--- config.mk ---
export PLATFORM = sky130hd
export DESIGN_NAME = fcmp_issue
export DESIGN_NICKNAME = d
export VERILOG_FILES = /design/src/rtl/fcmp_issue.sv
export SDC_FILE = /design/constraint.sdc
export NUM_CORES = 1
export LEC_CHECK = 0
export BUFFER_PORTS_ARGS = -buffer_cell sky130_fd_sc_hd__buf_2
export CORE_MARGIN = 10
export CORE_UTILIZATION = 43
export DETAILED_ROUTE_END_ITERATION = 10
export GPL_ROUTABILITY_DRIVEN = 1
export PLACE_DENSITY = 0.63
export SLEW_MARGIN = 20
export SYNTH_ARGS = -nofsm -noshare
export SYNTH_HDL_FRONTEND = slang
export SYNTH_HIERARCHICAL = 1
export SYNTH_SLANG_ARGS = --single-unit
--- constraint.sdc ---
create_clock -name clk -period 10.78 [get_ports clk]
set_input_delay 0.539 -clock clk [delete_from_list [all_inputs] [get_ports clk]]
set_output_delay 0.539 -clock clk [all_outputs]
set_load 0.005 [all_outputs]
--- src/rtl/fcmp_issue.sv ---
// Issue/retire stage feeding the single-precision feq/flt/fle compare cores through a small request FIFO.
// Optional NaN screening and invalid-flag generation are enabled by defining FCMP_NAN_EN.

module feq (
    input  logic [31:0] a,
    input  logic [31:0] b,
    output logic        y
);
    logic both_zero;
    assign both_zero = (a[30:23] == 8'h00) && (b[30:23] == 8'h00);
    assign y         = both_zero || (a == b);
endmodule

module flt (
    input  logic [31:0] a,
    input  logic [31:0] b,
    output logic        y
);
    logic both_zero;
    assign both_zero = (a[30:23] == 8'h00) && (b[30:23] == 8'h00);

    always_comb begin
        // NOTE: always_comb assigns a default first so no path leaves y unassigned (no latch).
        y = 1'b0;
        if (!both_zero) begin
            if (a[31] != b[31])
                y = a[31];
            else if (a[31])
                y = (b[30:0] < a[30:0]);
            else
                y = (a[30:0] < b[30:0]);
        end
    end
endmodule

module fle (
    input  logic [31:0] a,
    input  logic [31:0] b,
    output logic        y
);
    logic both_zero;
    logic lt;
    assign both_zero = (a[30:23] == 8'h00) && (b[30:23] == 8'h00);

    always_comb begin
        lt = 1'b0;
        if (a[31] != b[31])
            lt = a[31];
        else if (a[31])
            lt = (b[30:0] < a[30:0]);
        else
            lt = (a[30:0] < b[30:0]);
    end

    assign y = both_zero || (a == b) || lt;
endmodule

module fcmp_issue #(
    parameter int DEPTH = 2,
    parameter int TAG_W = 5
) (
    input  logic             clk,
    input  logic             rstn,
    input  logic             flush,
    input  logic             in_valid,
    output logic             in_ready,
    input  logic [1:0]       in_op,
    input  logic [31:0]      in_x1,
    input  logic [31:0]      in_x2,
    input  logic [TAG_W-1:0] in_tag,
    output logic             out_valid,
    input  logic             out_ready,
    output logic [31:0]      out_y,
    output logic [TAG_W-1:0] out_tag,
    output logic             out_nv
);
    localparam int PTR_W = $clog2(DEPTH);
    localparam int CNT_W = $clog2(DEPTH + 1);

    typedef enum logic [1:0] {
        OP_FEQ = 2'b00,
        OP_FLT = 2'b01,
        OP_FLE = 2'b10,
        OP_RSV = 2'b11
    } op_e;

    logic [1:0]       op_mem  [DEPTH];
    logic [31:0]      x1_mem  [DEPTH];
    logic [31:0]      x2_mem  [DEPTH];
    logic [TAG_W-1:0] tag_mem [DEPTH];

    logic [CNT_W-1:0] count_q, count_d;
    logic [PTR_W-1:0] wr_ptr_q, wr_ptr_d;
    logic [PTR_W-1:0] rd_ptr_q, rd_ptr_d;
    logic             out_valid_q, out_valid_d;
    logic [31:0]      out_y_q, out_y_d;
    logic [TAG_W-1:0] out_tag_q, out_tag_d;
    logic             out_nv_q, out_nv_d;

    logic             push;
    logic             load;
    logic [1:0]       head_op;
    logic [31:0]      head_x1;
    logic [31:0]      head_x2;
    logic [TAG_W-1:0] head_tag;
    logic             eq_y, lt_y, le_y;
    logic             core_res;
    logic             head_res;
    logic             head_nv;

    assign in_ready = (count_q != CNT_W'(DEPTH));
    assign push     = in_valid && in_ready && !flush;
    assign load     = (count_q != '0) && (!out_valid_q || out_ready);

    // NOTE: the storage array carries no reset; count and pointers alone decide what is live.
    always_ff @(posedge clk) begin
        if (push) begin
            op_mem[wr_ptr_q]  <= in_op;
            x1_mem[wr_ptr_q]  <= in_x1;
            x2_mem[wr_ptr_q]  <= in_x2;
            tag_mem[wr_ptr_q] <= in_tag;
        end
    end

    assign head_op  = op_mem[rd_ptr_q];
    assign head_x1  = x1_mem[rd_ptr_q];
    assign head_x2  = x2_mem[rd_ptr_q];
    assign head_tag = tag_mem[rd_ptr_q];

    feq u_feq (.a(head_x1), .b(head_x2), .y(eq_y));
    flt u_flt (.a(head_x1), .b(head_x2), .y(lt_y));
    fle u_fle (.a(head_x1), .b(head_x2), .y(le_y));

    always_comb begin
        core_res = 1'b0;
        case (op_e'(head_op))
            OP_FEQ:  core_res = eq_y;
            OP_FLT:  core_res = lt_y;
            OP_FLE:  core_res = le_y;
            default: core_res = 1'b0;
        endcase
    end

`ifdef FCMP_NAN_EN
    logic x1_nan, x2_nan, x1_snan, x2_snan;
    assign x1_nan  = (head_x1[30:23] == 8'hFF) && (head_x1[22:0] != 23'h0);
    assign x2_nan  = (head_x2[30:23] == 8'hFF) && (head_x2[22:0] != 23'h0);
    assign x1_snan = x1_nan && !head_x1[22];
    assign x2_snan = x2_nan && !head_x2[22];

    always_comb begin
        head_res = core_res && !(x1_nan || x2_nan);
        head_nv  = 1'b0;
        case (op_e'(head_op))
            OP_FEQ:         head_nv = x1_snan || x2_snan;
            OP_FLT, OP_FLE: head_nv = x1_nan || x2_nan;
            default:        head_nv = 1'b0;
        endcase
    end
`else
    assign head_res = core_res;
    assign head_nv  = 1'b0;
`endif

    always_comb begin
        count_d     = count_q;
        wr_ptr_d    = wr_ptr_q;
        rd_ptr_d    = rd_ptr_q;
        out_valid_d = out_valid_q;
        out_y_d     = out_y_q;
        out_tag_d   = out_tag_q;
        out_nv_d    = out_nv_q;

        if (flush) begin
            // Result data stays put; only occupancy and the valid bit are cleared.
            count_d     = '0;
            wr_ptr_d    = '0;
            rd_ptr_d    = '0;
            out_valid_d = 1'b0;
        end else begin
            if (push)
                wr_ptr_d = wr_ptr_q + PTR_W'(1);
            if (load)
                rd_ptr_d = rd_ptr_q + PTR_W'(1);
            count_d = count_q + CNT_W'(push) - CNT_W'(load);

            if (load) begin
                out_valid_d = 1'b1;
                out_y_d     = {31'b0, head_res};
                out_tag_d   = head_tag;
                out_nv_d    = head_nv;
            end else if (out_valid_q && out_ready) begin
                out_valid_d = 1'b0;
            end
        end
    end

    // NOTE: sequential state uses non-blocking assignments so all flops update together.
    always_ff @(posedge clk or negedge rstn) begin
        if (!rstn) begin
            count_q     <= '0;
            wr_ptr_q    <= '0;
            rd_ptr_q    <= '0;
            out_valid_q <= 1'b0;
            out_y_q     <= '0;
            out_tag_q   <= '0;
            out_nv_q    <= 1'b0;
        end else begin
            count_q     <= count_d;
            wr_ptr_q    <= wr_ptr_d;
            rd_ptr_q    <= rd_ptr_d;
            out_valid_q <= out_valid_d;
            out_y_q     <= out_y_d;
            out_tag_q   <= out_tag_d;
            out_nv_q    <= out_nv_d;
        end
    end

    assign out_valid = out_valid_q;
    assign out_y     = out_y_q;
    assign out_tag   = out_tag_q;
    assign out_nv    = out_nv_q;

endmodule
==> qor.txt <==
Worst Setup Path Type: flop to flop
Max Clk Rate: 0.221 GHz
Power Total: 2090 µW
endpoints failing hold: 0
Leakage: 0.00377 µW
DR WL/cell: 18.2 µm
H-Tree Depth: 4
first-pass GRT wire length: 26,500 µm
initial antenna violation count: 0
Slew Limit Fails: 0
multiplexer area fraction after synthesis: 0.0966
HP Start: in_x1[7]
routed via count: 4,718
1st-iter DRT viols: 211
Fill cells: 1,535
vias in the first global route: 5,063
drt pass-1 iters: 4
commonest non-fill, non-tap cells in the layout: edfxtp_1 (142), buf_2 (83), inv_1 (70)
Tightest Pin Transition: 0.998 ns
WP data arrival: 4.88 ns
synthesized netlist cell count: 588
Synth top area share: 0.534
CTS tree: yes
total grt overflow: 0
layout cell share with drive strength beyond 1: 0.199
complex-gate fraction of the synthesized area: 0.0557
Ports: 116
CTS max path bufs: 2
pin count of the biggest net entering global routing: 72
Clock Skews: 0.00620 ns
Finish-stage setup viols: 0
asr flop ratio synth: 0.0719
max cap viols: 0
sequential fraction of the synthesis area: 0.569
RSZ-0062 raised after global routing: false
core area: 0.0181 mm²
crit path max fanout: 41
Max-slew headroom: 0.335
status: completed
hold path depth: 1
Detail Route Antenna Nets: 0
Clock Latency Late Sink: 0.42 ns
post-synthesis simple-gate area fraction: 0.0666
worst r2r path cells: 13
syn avg cell area: 13.6 µm²
Tmin final: 4.53 ns
setup tns final: 0 ns
fin crit share: 0.421
Design Area, Final: 0.00914 mm²
starting density of the core: 0.441
CP peak stage delay: 0.94 ns
Critical R2R Launch: rd_ptr_q$_DFFE_PN0P_
Synth Warn #: 6
class of the worst hold path: primary input to flop
Slowest cell on crit path: dfrtp_2
Power Dens Cells: 229 mW/mm²
startpoint types: flop
flop and latch count out of synthesis: 153
Adder-Cell Fraction of Synth Area: 0.100
commonest non-fill, non-tap cell in the layout: edfxtp_1
fin nets: 824
CTS root buffer: clkbuf_16
worst hold slack: 0.297 ns
CTS resizes: 0
Total GRT Usage: 0.139
Area Overhead vs Synth: 14.6%
die area: 0.0244 mm²
xor/xnor share of the synthesized area: 0.0395
Port Buffers: 83
overall routed net length: 16,800 µm
Detail Placement HPWL: 12,300 µm
# rows: 49
top cells by area, synth: edfxtp_1 (53%), ha_1 (10%), mux2_1 (7.6%)
CTS sink count: 153
nature of the critical path endpoint: flop
Post-synth EDFFs: 142
Post-Syn Area: 0.00798 mm²
drt drc: 0
Post-synth top flop: edfxtp_1
Synth area leader: edfxtp_1
CTS buffer count: 17
clock slew at the register clock pins of the worst setup and hold paths: 0.06 ns
VDD IR max: 120 µV
ANT cells: 0
Via density: 5.10
post-CTS setup buffers: 0
placed cell areas: 0.00853 mm²
main combinational cell family by area after synthesis: adder cells
Post-CTS Hold Buffers: 1
chip height: 156 µm
critical path cell sequence: buf_4 > mux2_1 > ha_1 > a21o_1 > a221o_1 > a221oi_1 > o21ai_0 > or4_1 > o31ai_1 > nor2b_1 > nor3_1 > o22ai_1 > a31oi_1
crit path from: rd_ptr_q$_DFFE_PN0P_
Distinct cells, synth: 47
Final GP Congestion: 0.825
die width: 156 µm
Critical Path RT: 11.12 ns
area by class of cell:
type | instances | area (µm²) | share of cell area
clock inverter | 6 | 41.3 | 0.00452
tap | 229 | 287 | 0.0313
timing repair buffer | 87 | 448 | 0.0490
inverter | 70 | 263 | 0.0287
sequential | 153 | 4540 | 0.497
multi-input combinational | 355 | 3000 | 0.328
clock buffer | 26 | 564 | 0.0617
final timing paths:
path / end / slack, ns
worst max-delay path: out_y[0]$_DFFE_PN0P_ / 6.25
worst min-delay path: x1_mem[0][7]$_DFFE_PP_ / 0.30
worst max register to register: out_y[0]$_DFFE_PN0P_ / 6.25
worst min register to register: out_tag[1]$_DFFE_PN0P_ / 0.52
max in group asynchronous: rd_ptr_q$_DFFE_PN0P_ / 10.01
min in group asynchronous: count_q[1]$_DFF_PN0_ / 0.53
synth_stat cells, types with 3 or more instances:
cell type	n
o21ai_0	6
mux2_1	54
ha_1	64
a21oi_2	4
xnor2_1	3
edfxtp_1	142
nand3_1	6
nand2_1	13
mux2_2	10
o21ai_1	4
xor2_1	33
nor4_1	18
nand4_1	12
inv_1	70
and4_1	7
a21o_1	5
nand3b_1	3
nor4_2	3
a31oi_1	3
nor2_1	16
a221oi_1	3
dfrtp_1	11
mux2i_1	5
a221o_1	3
a21oi_1	22
buf_4	37
layer usage:
metal,vias to the layer above,share of wire,GRT usage
li1,2306,-,-
met1,2275,0.45,0.167
met2,116,0.48,0.233
met3,21,0.054,0.0392
met4,0,0.017,0.0553
met5,-,0,0
metrics by stage:
step / util / instances / setup WS [ns]
global placement: 0.471 / 893 / 6.35
global route: 0.505 / 926 / 5.98
CTS: 0.505 / 926 / 6.22
floorplan: - / 619 / 6.47
detailed placement: 0.471 / 893 / 6.23
finish: 0.505 / 926 / 6.25
cell families after synthesis:
family          Yosys count
compound gates           63
xor+xnor                 36
fa+ha+maj                64
buf+inv                 111
flops                   153
mux                      69
other cells               1
simple gates             91
state kept, by name, summed over array words and instances (netlist names):
signal	flops
out_valid	1
tag_mem	10
x1_mem	64
op_mem	4
out_tag	5
out_y	1
wr_ptr_q	1
rd_ptr_q	1
x2_mem	64
count_q	2
report_power, final:
part,switching (µW),internal [µW],leakage [µW]
registers,44.7,716,0.00143
logic,433,305,0.00203
clock network,231,364,0.000303
worst max-delay path: cells and delay by family, from the launching register on:
kind	cells	cell delay, ns
flip-flops	1	0.94
multiplexers	1	0.48
adder cells (fa/ha/maj)	1	0.35
AO/OA/AOI/OAI	7	1.35
buffers and inverters	1	0.59
AND/OR/NAND/NOR	3	0.72
No activity file was read; power rests on OpenSTA's default activity.
